--- src/rtl/lc4_div_iter.sv ---
// Iterative unsigned divider for the LC4 ALU: restoring long division, one quotient bit per
// cycle, with valid/ready handshakes on both the operand and result sides.
module lc4_div_iter #(
  parameter int unsigned W = 16
) (
  input  logic         clk,
  input  logic         rst_n,
  input  logic         in_valid,
  output logic         in_ready,
  input  logic [W-1:0] in_dividend,
  input  logic [W-1:0] in_divisor,
  output logic         out_valid,
  input  logic         out_ready,
  output logic [W-1:0] out_quotient,
  output logic [W-1:0] out_remainder
);

  localparam int unsigned CW = $clog2(W) + 1;
  localparam logic [CW-1:0] LastCount = CW'(W - 1);

  typedef enum logic [1:0] {
    StIdle,
    StRun,
    StDone
  } state_e;

  state_e        state_q, state_d;
  logic [W-1:0]  q_q, q_d;
  logic [W-1:0]  rem_q, rem_d;
  logic [W-1:0]  div_q, div_d;
  logic [CW-1:0] count_q, count_d;

  logic [W-1:0]  shifted;
  logic [W:0]    diff;
  logic          accept;
  logic          divisor_zero;

  // Trial subtraction in adder form; diff[W] is the carry-out, set when no borrow occurred.
  assign shifted      = {rem_q[W-2:0], q_q[W-1]};
  assign diff         = {1'b0, shifted} + {1'b0, ~div_q} + {{W{1'b0}}, 1'b1};
  assign divisor_zero = (in_divisor == '0);

  assign in_ready      = (state_q == StIdle) && rst_n;
  assign out_valid     = (state_q == StDone);
  assign accept        = in_valid && in_ready;
  assign out_quotient  = q_q;
  assign out_remainder = rem_q;

  always_comb begin
    state_d = state_q;
    q_d     = q_q;
    rem_d   = rem_q;
    div_d   = div_q;
    count_d = count_q;
    case (state_q)
      StIdle: begin
        if (accept) begin
          if (divisor_zero) begin
            // Divide-by-zero yields zero quotient and zero remainder.
            q_d     = '0;
            rem_d   = '0;
            state_d = StDone;
          end else begin
            q_d     = in_dividend;
            div_d   = in_divisor;
            rem_d   = '0;
            count_d = '0;
            state_d = StRun;
          end
        end
      end
      StRun: begin
        rem_d   = diff[W] ? diff[W-1:0] : shifted;
        q_d     = {q_q[W-2:0], diff[W]};
        count_d = count_q + 1'b1;
        if (count_q == LastCount) begin
          state_d = StDone;
        end
      end
      StDone: begin
        if (out_ready) begin
          state_d = StIdle;
        end
      end
      default: state_d = StIdle;
    endcase
  end

  always_ff @(posedge clk or negedge rst_n) begin
    if (!rst_n) begin
      state_q <= StIdle;
      q_q     <= '0;
      rem_q   <= '0;
      div_q   <= '0;
      count_q <= '0;
    end else begin
      state_q <= state_d;
      q_q     <= q_d;
      rem_q   <= rem_d;
      div_q   <= div_d;
      count_q <= count_d;
    end
  end

endmodule
--- config.mk ---
export PLATFORM = sky130hd
export DESIGN_NAME = lc4_div_iter
export DESIGN_NICKNAME = d
export VERILOG_FILES = /design/src/rtl/lc4_div_iter.sv
export SDC_FILE = /design/constraint.sdc
export NUM_CORES = 1
export LEC_CHECK = 0
export ABC_AREA = 1
export CORE_ASPECT_RATIO = 1.5
export CORE_MARGIN = 2
export CORE_UTILIZATION = 40
export DETAILED_ROUTE_END_ITERATION = 10
export GPL_ROUTABILITY_DRIVEN = 0
export HOLD_SLACK_MARGIN = 0.05
export PLACE_DENSITY = 0.71
export SLEW_MARGIN = 20
export SYNTH_ARGS = -nofsm -noshare
export SYNTH_HDL_FRONTEND = slang
export SYNTH_SLANG_ARGS = --single-unit
--- constraint.sdc ---
create_clock -name clk -period 2.07 [get_ports clk]
set_input_delay 0.414 -clock clk [delete_from_list [all_inputs] [get_ports clk]]
set_output_delay 0.414 -clock clk [all_outputs]
set_load 0.01 [all_outputs]
==> results of run 1 <==
cell type report:
| class | count | share of cell area, % |
|---|---|---|
| tap | 112 | 2.83 |
| multi-input combinational | 363 | 40.0 |
| timing repair buffer | 90 | 17.8 |
| clock buffer | 6 | 2.81 |
| inverter | 106 | 8.05 |
| sequential | 55 | 27.9 |
| clock inverter | 2 | 0.709 |
layer usage:
layer	vias up	GRT usage [%]	part of all wire (%)
met5	-	0	0
met4	0	10.3	4.3
met3	26	2.54	3.8
met2	93	38.1	52
met1	1709	22.4	39
li1	1843	-	-
how the worst min path moves through the flow:
stage	from	endpoint	slack, ns	cells after the start
final	rst_n	state_q[0]$_DFFE_PN0P_	0.27	2
after global routing	rst_n	div_q[14]$_DFFE_PN0P_	0.34	2
after CTS	rst_n	out_remainder[6]$_DFFE_PN0P_	0.30	2
after detailed placement	div_q[13]$_DFFE_PN0P_	div_q[13]$_DFFE_PN0P_	0.48	2
after global placement	div_q[15]$_DFFE_PN0P_	div_q[15]$_DFFE_PN0P_	0.47	2
after floorplan	rst_n	count_q[0]$_DFFE_PN0P_	0.12	0
Yosys cell counts:
| cell type | n |
|---|---|
| and2_1 | 1 |
| nor3_1 | 4 |
| clkinv_1 | 2 |
| nor2_1 | 15 |
| a21oi_2 | 2 |
| buf_6 | 2 |
| nand3_1 | 40 |
| nand2_2 | 6 |
| and2_4 | 1 |
| buf_1 | 1 |
| dfrtp_1 | 55 |
| clkbuf_1 | 2 |
| nor2_4 | 1 |
| nor2_2 | 2 |
| o21ai_1 | 26 |
| buf_2 | 8 |
| buf_12 | 1 |
| nand3_2 | 7 |
| xnor2_1 | 2 |
| buf_4 | 1 |
| fa_1 | 1 |
| inv_1 | 98 |
| nand3b_1 | 8 |
| a21oi_1 | 8 |
| o221ai_1 | 4 |
| xor2_1 | 4 |
| a31oi_1 | 1 |
| a21oi_4 | 1 |
| ha_1 | 18 |
| inv_2 | 6 |
| o21bai_1 | 1 |
| nand2_4 | 5 |
| nand4_1 | 18 |
| or2_2 | 2 |
| nand2_1 | 183 |
| nor3_4 | 1 |
critical path, stage by stage, from the launching register on:
cell             delay [ns]
dfrtp_2                0.45
nor2_2                 0.14
and2_4                 0.18
clkdlybuf4s50_1        0.54
per-stage QoR:
| step | instances | utilization, % |
|---|---|---|
| after floorplan | 538 | - |
| after global placement | 724 | 50.6 |
| after detailed placement | 724 | 50.6 |
| after CTS | 732 | 52.6 |
| after global routing | 734 | 53.4 |
| final | 734 | 53.4 |
state kept, by name, indices dropped and copies added, names as in the netlist:
| register | cells |
|---|---|
| div_q | 16 |
| out_quotient | 16 |
| count_q | 5 |
| state_q | 2 |
| out_remainder | 16 |
cell families (layout without fill, tap and decap cells):
family	Yosys count	after routing
adder cells (fa/ha/maj)	19	19
flip-flops	55	55
buffers and inverters	121	204
XOR/XNOR	6	6
AO/OA/AOI/OAI	43	43
AND/OR/NAND/NOR	294	295
power groups by stage:
stage          logic, mW  clock network [mW]  registers (mW)
2_1_floorplan       4.37                   0            2.03
3_3_place_gp        6.19                   0            1.97
3_5_place_dp        6.30                   0            1.98
4_1_cts             6.39                1.00            1.98
5_1_grt             7.47                1.04            2.05
6_report            6.66               0.990            1.99
what timing repair did:
item                                    4_1_cts  5_1_grt
gates cloned                                  0        1
endpoints found under the setup margin        3       16
gates resized for setup                       2       10
setup buffers                                 0        1
pin swaps                                     0        2
==> impl_metrics.toml, run 1 <==
[place]
pre_cts_ws_ns = -0.00721
placedInstanceArea_sq_um = 4680
place_hpwl_um = 7870
place.port_buffers = 69

[floorplanning]
std_cell_rows = 43
die_x_um = 83.5
start_util_pct = 41.0
core_sq_um = 9250
die_y_um = 123
die_area_sq_um = 10300
io_pins = 70

[sta]
slew_viol_final = 0
fin_ws_ns = 0.0514
relSlewSlack_pct = 53.1
fmax_mhz = 495
period_minus_slack_ns = 2.02
hold_viol_final = 0
whs_ns = 0.269
period_share_pct = 97.5
rsz0062_at_grt = "yes"
skew_ns = 0.00264
fin_setup_tns_ns = 0
worst-slew-pin-transition_ns = 0.703
setup_viol = 0

[global_routing]
grt_max_degree = 56
grt.total_usage_pct = 20.2
grt-ovfl-total = 0
grt_pass1_wl_um = 16800
grt_pass1_vias = 3682
antenna_found_initial = 0

[yosys]
synth_seq_cells = 55
synth_simple_gate_area_share_pct = 36.0
yosys_warnings = 0
synth_compound_area_share_pct = 6.66
synth_top_cell_area_share_pct = 36.3
synth_fp_nets = 593
synth_area_leaders = "dfrtp_1, nand2_1, inv_1, ha_1, nand3_1"
synth_top_family_by_area = "simple AND/OR/NAND/NOR gates"
synth_cell_type_count = 36
syn_area_sq_um = 3790
synth-xor-area-share_pct = 1.39
post_synth.cell_area_avg_sq_um = 7.05
ys_seq_area_share_pct = 36.3
muxShareOfSynthArea_pct = 0
netlist_instances = 538
synth_fa_ha_area_share_pct = 6.46
yosysTopAreaCell = "dfrtp_1"

[setup_path]
worstSetupStartpoint = "state_q[1]$_DFFE_PN0P_"
worstRegToRegCells = 15
path_class = "reg2out"
endpoint = "in_ready"
worstSetupEndpointType = "output port"
r2r-start = "out_quotient[15]$_DFFE_PN0P_"
r2r-end = "out_remainder[15]$_DFFE_PN0P_"
startpoint_type = "register"
path_max_fanout = 4
r2r_slack_ns = 0.12
required_ns = 1.66
worst_ep_arrival_time_ns = 1.60

[power]
power.internal_mw = 4.98
powerDensity_nw_per_um2 = 1950
p_switching_mw = 4.67
leakage_nw = 2.61
clkPwrFrac_pct = 10.3
power_mw = 9.64
ir_worst_vdd_mv = 1.03
seqPwrFrac_pct = 20.7
power.share.switching_pct = 48.4
p_comb_share_pct = 69.0

[routing]
first_pass_iters = 4
drtIter0Drc = 127
routedWlPerCell_um = 13.8
drcViolationCount = 0
vias = 3671
drt-total-wl_um = 10100
postRouteAntennaNets = 0
post_drt_via_cell_ratio = 5.00

[cts]
cts_root_buffer = "clkbuf_16"
insertion_delay_ns = 0.30
htreeDepth = 2
cts_tree = "done"
clkSinkCount = 55
hold_buffers = 0
cts_max_path_buffers = 2
clkTransAtPathRegs_ns = 0.07
cts_buffers = 5

[finish]
register_area_sq_um = 1380
diodes = 0
fin_area_sq_um = 4940
multi_input_area_sq_um = 1980
drive_gt1_share_pct = 11.7
area_growth_pct = 30.3
fillers = 906
fin_nets = 676
final_cell_mix = "nand2_1, inv_1, clkdlybuf4s50_1"
final_common_cell = "nand2_1"

[run]
drv_cap = 0

[min_path]
hold_path_class = "in2async"

[outcome]
outcome = "finished, final reports clean"
Power figures use the tool's default switching activity.
==> run 2: changes to the inputs <==
clock period = 2.2 ns   (was 2.07 ns; I/O delays follow)
==> run 2 against run 1 <==
Worst setup slack gained 0.11 ns; combinational power decreased by 11%; first-iteration DRC count grew 54%; cell count shrank 1.4%; via count down 2.8%; clock power shrank 13%; sequential power down 6%; sequential cell count stayed put.
==> impl_metrics.toml, run 2 (synthesis results as in run 1) <==
[sta]
whs_ns = 0.294
period_share_pct = 92.6
setup_viol = 0
worst-slew-pin-transition_ns = 0.683
rsz0062_at_grt = "no"
slew_viol_final = 0
hold_viol_final = 0
relSlewSlack_pct = 54.5
skew_ns = 0.00678
fin_setup_tns_ns = 0
fmax_mhz = 491
period_minus_slack_ns = 2.04

[global_routing]
grt-ovfl-total = 0
grt.total_usage_pct = 19.6
grt_pass1_wl_um = 16300
grt_max_degree = 56
antenna_found_initial = 0
grt_pass1_vias = 3597

[setup_path]
r2r-start = "out_remainder[12]$_DFFE_PN0P_"
r2r_slack_ns = 0.17
crit_slowest_cell = "clkdlybuf4s50_1"
crit_buf_inv = 1
path_max_fanout = 4
worst_ep_arrival_time_ns = 1.60
critPathMaxStageDelay_ns = 0.54
worstPathCellList = "nor2_2, and2_4, clkdlybuf4s50_1"
worstSetupStartpoint = "state_q[1]$_DFFE_PN0P_"
r2r-end = "out_remainder[9]$_DFFE_PN0P_"
path_class = "reg2out"
worstSetupEndpointType = "output port"
startpoint_type = "register"
critPathTopFamily = "buffers and inverters"
worstRegToRegCells = 12
required_ns = 1.76

[cts]
cts_root_buffer = "clkbuf_16"
clkTransAtPathRegs_ns = 0.06
cts_tree = "done"
clkSinkCount = 55
insertion_delay_ns = 0.29
cts_buffers = 5
htreeDepth = 2
cts_max_path_buffers = 2

[finish]
fin_nets = 667
final_cells = 724
drive_gt1_share_pct = 9.31
final_common_cell = "nand2_1"
fillers = 893
final_cell_mix = "nand2_1, inv_1, clkdlybuf4s50_1"
diodes = 0
area_growth_pct = 26.9

[routing]
drt-total-wl_um = 9710
drtIter0Drc = 195
postRouteAntennaNets = 0
routedWlPerCell_um = 13.4
first_pass_iters = 4
drcViolationCount = 0
post_drt_via_cell_ratio = 4.93
vias = 3567

[min_path]
hold_path_class = "in2async"

[place]
place.port_buffers = 69
placedCellCount = 715
place_hpwl_um = 7720

[power]
power_mw = 8.70
leakage_nw = 2.55
powerDensity_nw_per_um2 = 1810
ir_worst_vdd_mv = 0.914

[floorplanning]
std_cell_rows = 43
die_y_um = 123
core_sq_um = 9250
die_x_um = 83.5
io_pins = 70
start_util_pct = 41.0
die_area_sq_um = 10300

[run]
drv_cap = 0

[outcome]
outcome = "finished, final reports clean"
==> run 2: worst max path at each step <==
| stage | end | slack (ns) | cells after the start |
|---|---|---|---|
| 2_1_floorplan | out_remainder[11]$_DFFE_PN0P_ | 0.20 | 14 |
| 6_report | in_ready | 0.16 | 3 |
| 4_1_cts | out_remainder[13]$_DFFE_PN0P_ | 0.04 | 14 |
| 3_5_place_dp | out_remainder[15]$_DFFE_PN0P_ | 0.05 | 14 |
| 3_3_place_gp | out_remainder[12]$_DFFE_PN0P_ | 0.13 | 14 |
| 5_1_grt | out_remainder[11]$_DFFE_PN0P_ | 0.02 | 14 |
==> run 2: final cells by class <==
class                      instances  area (sq um)  share of cell area, %
clock buffer                       6           129                   2.68
clock inverter                     1          30.0                  0.624
multi-input combinational        362          1930                   40.2
sequential                        55          1380                   28.6
inverter                         106           398                   8.26
timing repair buffer              82           808                   16.8
tap                              112           140                   2.91
==> run 2: where the power goes <==
part,switching (mW),internal (mW)
Clock,0.334,0.531
Combinational,3.52,2.44
Sequential,0.384,1.49
==> run 2: routing by layer <==
layer	vias up	track usage, %	wire, um
li1	1824	-	-
met1	1628	22.2	4010
met2	94	36.7	5040
met3	21	2.34	321
met4	0	9.07	336
met5	-	0	0
==> run 2: through the flow <==
stage,util (%),worst slack (ns),area [sq um]
finish,52.0,0.163,4820
global route,52.0,0.0239,4820
CTS,51.8,0.0377,4790
detailed placement,50.0,0.0470,4630
global placement,50.0,0.130,4630
floorplan,-,0.196,3790
==> run 2: worst reg2reg max path, cell delays in order, from the launching register on <==
cell and delay [ns]:
dfrtp_1 0.43, ha_1 0.40, nand2_1 0.10, nand2_1 0.06, nand2_1 0.07, nand2_1 0.08
a21oi_4 0.28, buf_4 0.23, nand3b_1 0.09, nand2_1 0.06, inv_1 0.04, nand2_1 0.05
nand2_1 0.04
==> run 2: what timing repair did <==
action	CTS	global route
resized for setup	1	3
setup endpoints to repair	1	16
cloned	0	0
hold buffers	0	0
buffers inserted	0	2
pin swaps	0	0
